**src/rtl/contador_pkg.sv**
```systemverilog
// Shared constants and helpers for the hex counter / digit scan slice.
// Holds the nibble width and the active-low one-hot digit encoding.
package contador_pkg;

  localparam int DIG_W = 4;

  // Active-low one-hot, masked to n digits.
  function automatic logic [31:0] onehot_low(
    input int unsigned idx,
    input int unsigned n
  );
    logic [31:0] m;
    m = (n >= 32) ? '1 : ((32'd1 << n) - 32'd1);
    return ~(32'd1 << idx) & m;
  endfunction

endpackage

```
**src/rtl/divisor_tick.sv**
```systemverilog
// Modulo-DIV counter with enable and synchronous restart.
// Emits a one-cycle terminal pulse when enabled at DIV-1.
module divisor_tick #(
  parameter int DIV = 2
) (
  input  logic clk,
  input  logic rst_n,
  input  logic en,
  input  logic restart,
  output logic pulse
);

  localparam int W = $clog2(DIV) + 1;
  localparam logic [W-1:0] LAST = W'(DIV - 1);

  logic [W-1:0] cnt;

  assign pulse = en && (cnt == LAST);

  always_ff @(posedge clk or negedge rst_n) begin
    if (!rst_n) begin
      cnt <= '0;
    end else if (restart || pulse) begin
      cnt <= '0;
    end else if (en) begin
      cnt <= cnt + W'(1);
    end
  end

endmodule

```
**src/rtl/contador_hex_mux.sv**
```systemverilog
// Prescaled hex up/down counter with time-multiplexed digit scan.
// Feeds one nibble per cycle to a 7-segment decoder plus its anode.
module contador_hex_mux
  import contador_pkg::*;
#(
  parameter int NDIG     = 4,
  parameter int PRESC    = 50_000_000,
  parameter int SCAN_DIV = 50_000
) (
  input  logic                  clk,
  input  logic                  rst_n,
  input  logic                  en,
  input  logic                  up_dn,
  input  logic                  load,
  input  logic [DIG_W*NDIG-1:0] load_val,
  input  logic                  clr,
  output logic [DIG_W*NDIG-1:0] count,
  output logic                  tick,
  output logic                  wrap,
  output logic [DIG_W-1:0]      bin,
  output logic [NDIG-1:0]       an
);

  localparam int CW = DIG_W * NDIG;
  localparam int IW = $clog2(NDIG) + 1;
  localparam logic [IW-1:0] ILAST = IW'(NDIG - 1);

  logic          step;
  logic          scan_adv;
  logic [IW-1:0] idx;
  logic [IW-1:0] idx_nxt;

  divisor_tick #(
    .DIV(PRESC)
  ) u_presc (
    .clk     (clk),
    .rst_n   (rst_n),
    .en      (en),
    .restart (clr | load),
    .pulse   (step)
  );

  divisor_tick #(
    .DIV(SCAN_DIV)
  ) u_scan (
    .clk     (clk),
    .rst_n   (rst_n),
    .en      (1'b1),
    .restart (1'b0),
    .pulse   (scan_adv)
  );

  always_ff @(posedge clk or negedge rst_n) begin
    if (!rst_n) begin
      count <= '0;
      tick  <= 1'b0;
      wrap  <= 1'b0;
    end else begin
      tick <= 1'b0;
      wrap <= 1'b0;
      if (clr) begin
        count <= '0;
      end else if (load) begin
        count <= load_val;
      end else if (step) begin
        tick <= 1'b1;
        if (up_dn) begin
          count <= count + CW'(1);
          wrap  <= (count == '1);
        end else begin
          count <= count - CW'(1);
          wrap  <= (count == '0);
        end
      end
    end
  end

  assign idx_nxt = (idx == ILAST) ? '0 : idx + IW'(1);

  // an is loaded with idx so both change on the same edge.
  always_ff @(posedge clk or negedge rst_n) begin
    if (!rst_n) begin
      idx <= '0;
      an  <= NDIG'(onehot_low(32'd0, NDIG));
    end else if (scan_adv) begin
      idx <= idx_nxt;
      an  <= NDIG'(onehot_low(32'(idx_nxt), NDIG));
    end
  end

  always_comb begin
    bin = '0;
    for (int i = 0; i < NDIG; i++) begin
      if (idx == IW'(i)) begin
        bin = count[i*DIG_W +: DIG_W];
      end
    end
  end

endmodule

```
**config.mk**
```make
export PLATFORM = sky130hd
export DESIGN_NAME = contador_hex_mux
export DESIGN_NICKNAME = d
export VERILOG_FILES = /design/src/rtl/contador_pkg.sv /design/src/rtl/divisor_tick.sv /design/src/rtl/contador_hex_mux.sv
export SDC_FILE = /design/constraint.sdc
export NUM_CORES = 1
export LEC_CHECK = 0
export ABC_CLOCK_PERIOD_IN_PS = 2800
export CORE_MARGIN = 5
export CORE_UTILIZATION = 50
export CTS_BUF_LIST = sky130_fd_sc_hd__clkbuf_16
export DETAILED_ROUTE_END_ITERATION = 6
export PLACE_DENSITY_LB_ADDON = 0.25
export SETUP_SLACK_MARGIN = 0.05
export SLEW_MARGIN = 20
export SYNTH_ARGS = -nofsm -noshare
export SYNTH_HDL_FRONTEND = slang
export SYNTH_SLANG_ARGS = --single-unit
```
**constraint.sdc**
```tcl
create_clock -name clk -period 2.8 [get_ports clk]
set_input_delay 0.28 -clock clk [delete_from_list [all_inputs] [get_ports clk]]
set_output_delay 0.28 -clock clk [all_outputs]
set_load 0.01 [all_outputs]
```
==> results.yml <==
setup_path:
  cp_data_arrival_time_ps: 2310
  reg2reg_to: "count[14]"
  crit_required_ps: 2520
  worst_setup_path_end_kind: "output pin"
  r2r_cells: 9
  cp_slowest_cell: "clkdlybuf4s50_1"
  critPathMaxStageDelay_ps: 550
  path_common_cell: "nor2_1"
  regToRegStartpoint: "count[0]"
  crit_type: "flop to output pin"
  r2r_slack_ps: 250
  cp-start-kind: "flop"
  critPathTopFamily: "buffers and inverters"
  worst-path-stages: 9
  critPathBufInv: 2
  cp_cell_sequence: "inv_1 > ha_2 > nand2_1 > nor2_1 > a21oi_1 > o21ai_0 > mux2i_1 > nor2_1 > clkdlybuf4s50_1"
  cp_max_fo: 5
final_layout:
  syn2layout_area_growth_pct: 25.0
  nets: 593
  drive_gt1_share_pct: 13.0
  stdcell_count: 659
  fin_util_pct: 64.2
  diodes: 0
  fin_area_mm2: 0.00531
sta:
  rsz0062_at_grt: "no"
  period_minus_slack_ps: 2590
  holdWs_ps: 142
  slew_viol_final: 0
  finalHoldViolCount: 0
  maxSlewHeadroom_pct: 41.6
  finalSetupViolCount: 0
  tns_ps: 0
  skew_ps: 5.50
  period_share_pct: 92.5
  worst_slew_pin_slew_ps: 877
  fmax_mhz: 386
routing:
  first_pass_iters: 5
  antenna_left: 0
  vias: 3764
  viasPerCell: 5.71
  drcViolationCount: 0
  drt_iter0_drc: 209
  wire_per_inst_um: 16.3
  drt-total-wl_um: 10800
clock_tree:
  cts_tree: "yes"
  clockBufferDepth: 2
  clock_sinks: 69
  clk_pin_slew_ps: 60
  htreeDepth: 3
  cts_inserted_buffers: 9
  insertion_delay_ps: 330
  postCtsHoldBufs: 0
  root_buffer: "clkbuf_16"
power_and_ir_drop:
  power.leakage_nw: 2.36
  p_per_area_mw_per_mm2: 467
  vdd_ir_drop_max_uv: 299
floorplanning:
  dieWidth_um: 102
  start_util_pct: 51.4
  coreArea_mm2: 0.00826
  rows: 33
  ioPinCount: 48
  die-area_mm2: 0.0104
  die-height_um: 102
global_route:
  overflow: 0
  grt_pass1_vias: 3780
  grt_max_degree: 70
  grt_pass1_wl_um: 18100
  grt_use_total_pct: 21.9
  antenna_found_initial: 0
synth:
  synth_common_cells: "nor2_1 (69), dfrtp_1 (66), nand2_1 (51)"
  netlist_top_cells_area: "dfrtp_1 (39%), xor2_1 (6.6%), ha_1 (6.2%)"
  syn_nets: 516
  seq_area_frac_synth_pct: 40.8
  netlist_area_mm2: 0.00424
  yosysMostFrequentCell: "nor2_1"
  synth_ff_type: "dfrtp_1"
  syn_avg_cell_area_um2: 8.99
  yosys_warnings: 0
  syn_inst: 472
  synth_top_area_share_pct: 38.9
  yosys.area.top_type: "dfrtp_1"
  synth_edf_count: 0
  synthDistinctLibCells: 51
  async_flop_share_pct: 100
  synth-seq-cells: 69
hold_path:
  hp-class: "input port to async pin"
place:
  dp.cells: 642
  globalplace.congestion: 0.891
  place_hpwl_um: 7430
  numPortBuffers: 47
  place_area_mm2: 0.00501
status:
  status: "completed"
flow_run:
  cap_violations: 0
[sequential cells by signal (all words and copies together) (netlist names)]
signal / flops
tick: 1
idx: 3
u_presc.cnt: 27
u_scan.cnt: 17
count: 16
an: 4
wrap: 1
[cells by family (layout without fill, tap and decap cells)]
group                      after synthesis  in the layout  share of synthesized area [%]
AOI/OAI and AO/OA                       83             83                           12.1
muxes                                   11             11                           2.65
adders and majority gates               22             22                           6.66
buffers and inverters                   30            112                           3.57
and+or+nand+nor                        209            209                           24.3
DFF                                     69             69                           40.8
xor gates and xnor gates                48             48                           9.91
[layout make-up]
| type | count | area, um^2 |
|---|---|---|
| fillers | 701 | 2950 |
| multi-input cells | 373 | 2370 |
| flip-flops and latches | 69 | 1730 |
| repair buffers | 82 | 741 |
| clock buffers | 9 | 225 |
| well taps | 105 | 131 |
| clock inverters | 7 | 52.6 |
| inverters | 14 | 52.6 |
[timing repair]
action	CTS	global route
buffers inserted	0	1
setup endpoints to repair	0	4
gates resized for setup	0	4
[metrics by stage]
step / power (mW) / setup WS (ps)
2_1_floorplan: 1.24 / 377
3_3_place_gp: 1.42 / 23.2
3_5_place_dp: 1.43 / -90.4
4_1_cts: 2.49 / 120
5_1_grt: 2.57 / 50.3
6_report: 2.47 / 211
[per-layer routing]
| layer | up-vias | share of wire, % | global-route usage (%) |
|---|---|---|---|
| li1 | 1821 | - | - |
| met1 | 1821 | 45 | 29.7 |
| met2 | 104 | 47 | 35.3 |
| met3 | 18 | 5.3 | 3.14 |
| met4 | 0 | 2.0 | 8.58 |
| met5 | - | 0 | 0 |
[layout by cell type, fill, tap and decap left out, drive strengths merged, types with 3 or more instances in the layout]
master | synthesis | final
clkdlybuf4s50 | 0 | 46
nor3 | 9 | 9
and3 | 12 | 12
nand4 | 16 | 16
nor2b | 3 | 3
ha | 21 | 21
nor2 | 69 | 69
o211ai | 7 | 7
o21ai | 20 | 20
a311oi | 5 | 5
clkbuf | 9 | 9
a21o | 8 | 8
dfrtp | 66 | 66
clkinv | 2 | 7
a211oi | 5 | 5
xor2 | 32 | 32
a31oi | 6 | 6
nor4 | 10 | 10
xnor2 | 16 | 16
buf | 7 | 36
mux2i | 9 | 9
nand3 | 18 | 18
inv | 12 | 14
a21oi | 25 | 25
and4 | 7 | 7
dfstp | 3 | 3
nand2 | 51 | 51
or2 | 3 | 3
[where the power goes]
part	internal, mW	total (mW)	switching (mW)
clock network	0.603	1.06	0.456
registers	1.01	1.04	0.0281
logic	0.185	0.374	0.189
[how the worst max path moves through the flow]
stage | start | to | slack, ps
2_1_floorplan | up_dn | count[8] | 380
3_3_place_gp | up_dn | count[8] | 20
3_5_place_dp | up_dn | count[15] | -90
4_1_cts | up_dn | count[15] | 120
5_1_grt | idx[0] | bin[3] | 50
6_report | idx[0] | bin[1] | 210
Note: power is estimated with default switching activity, not from simulation.
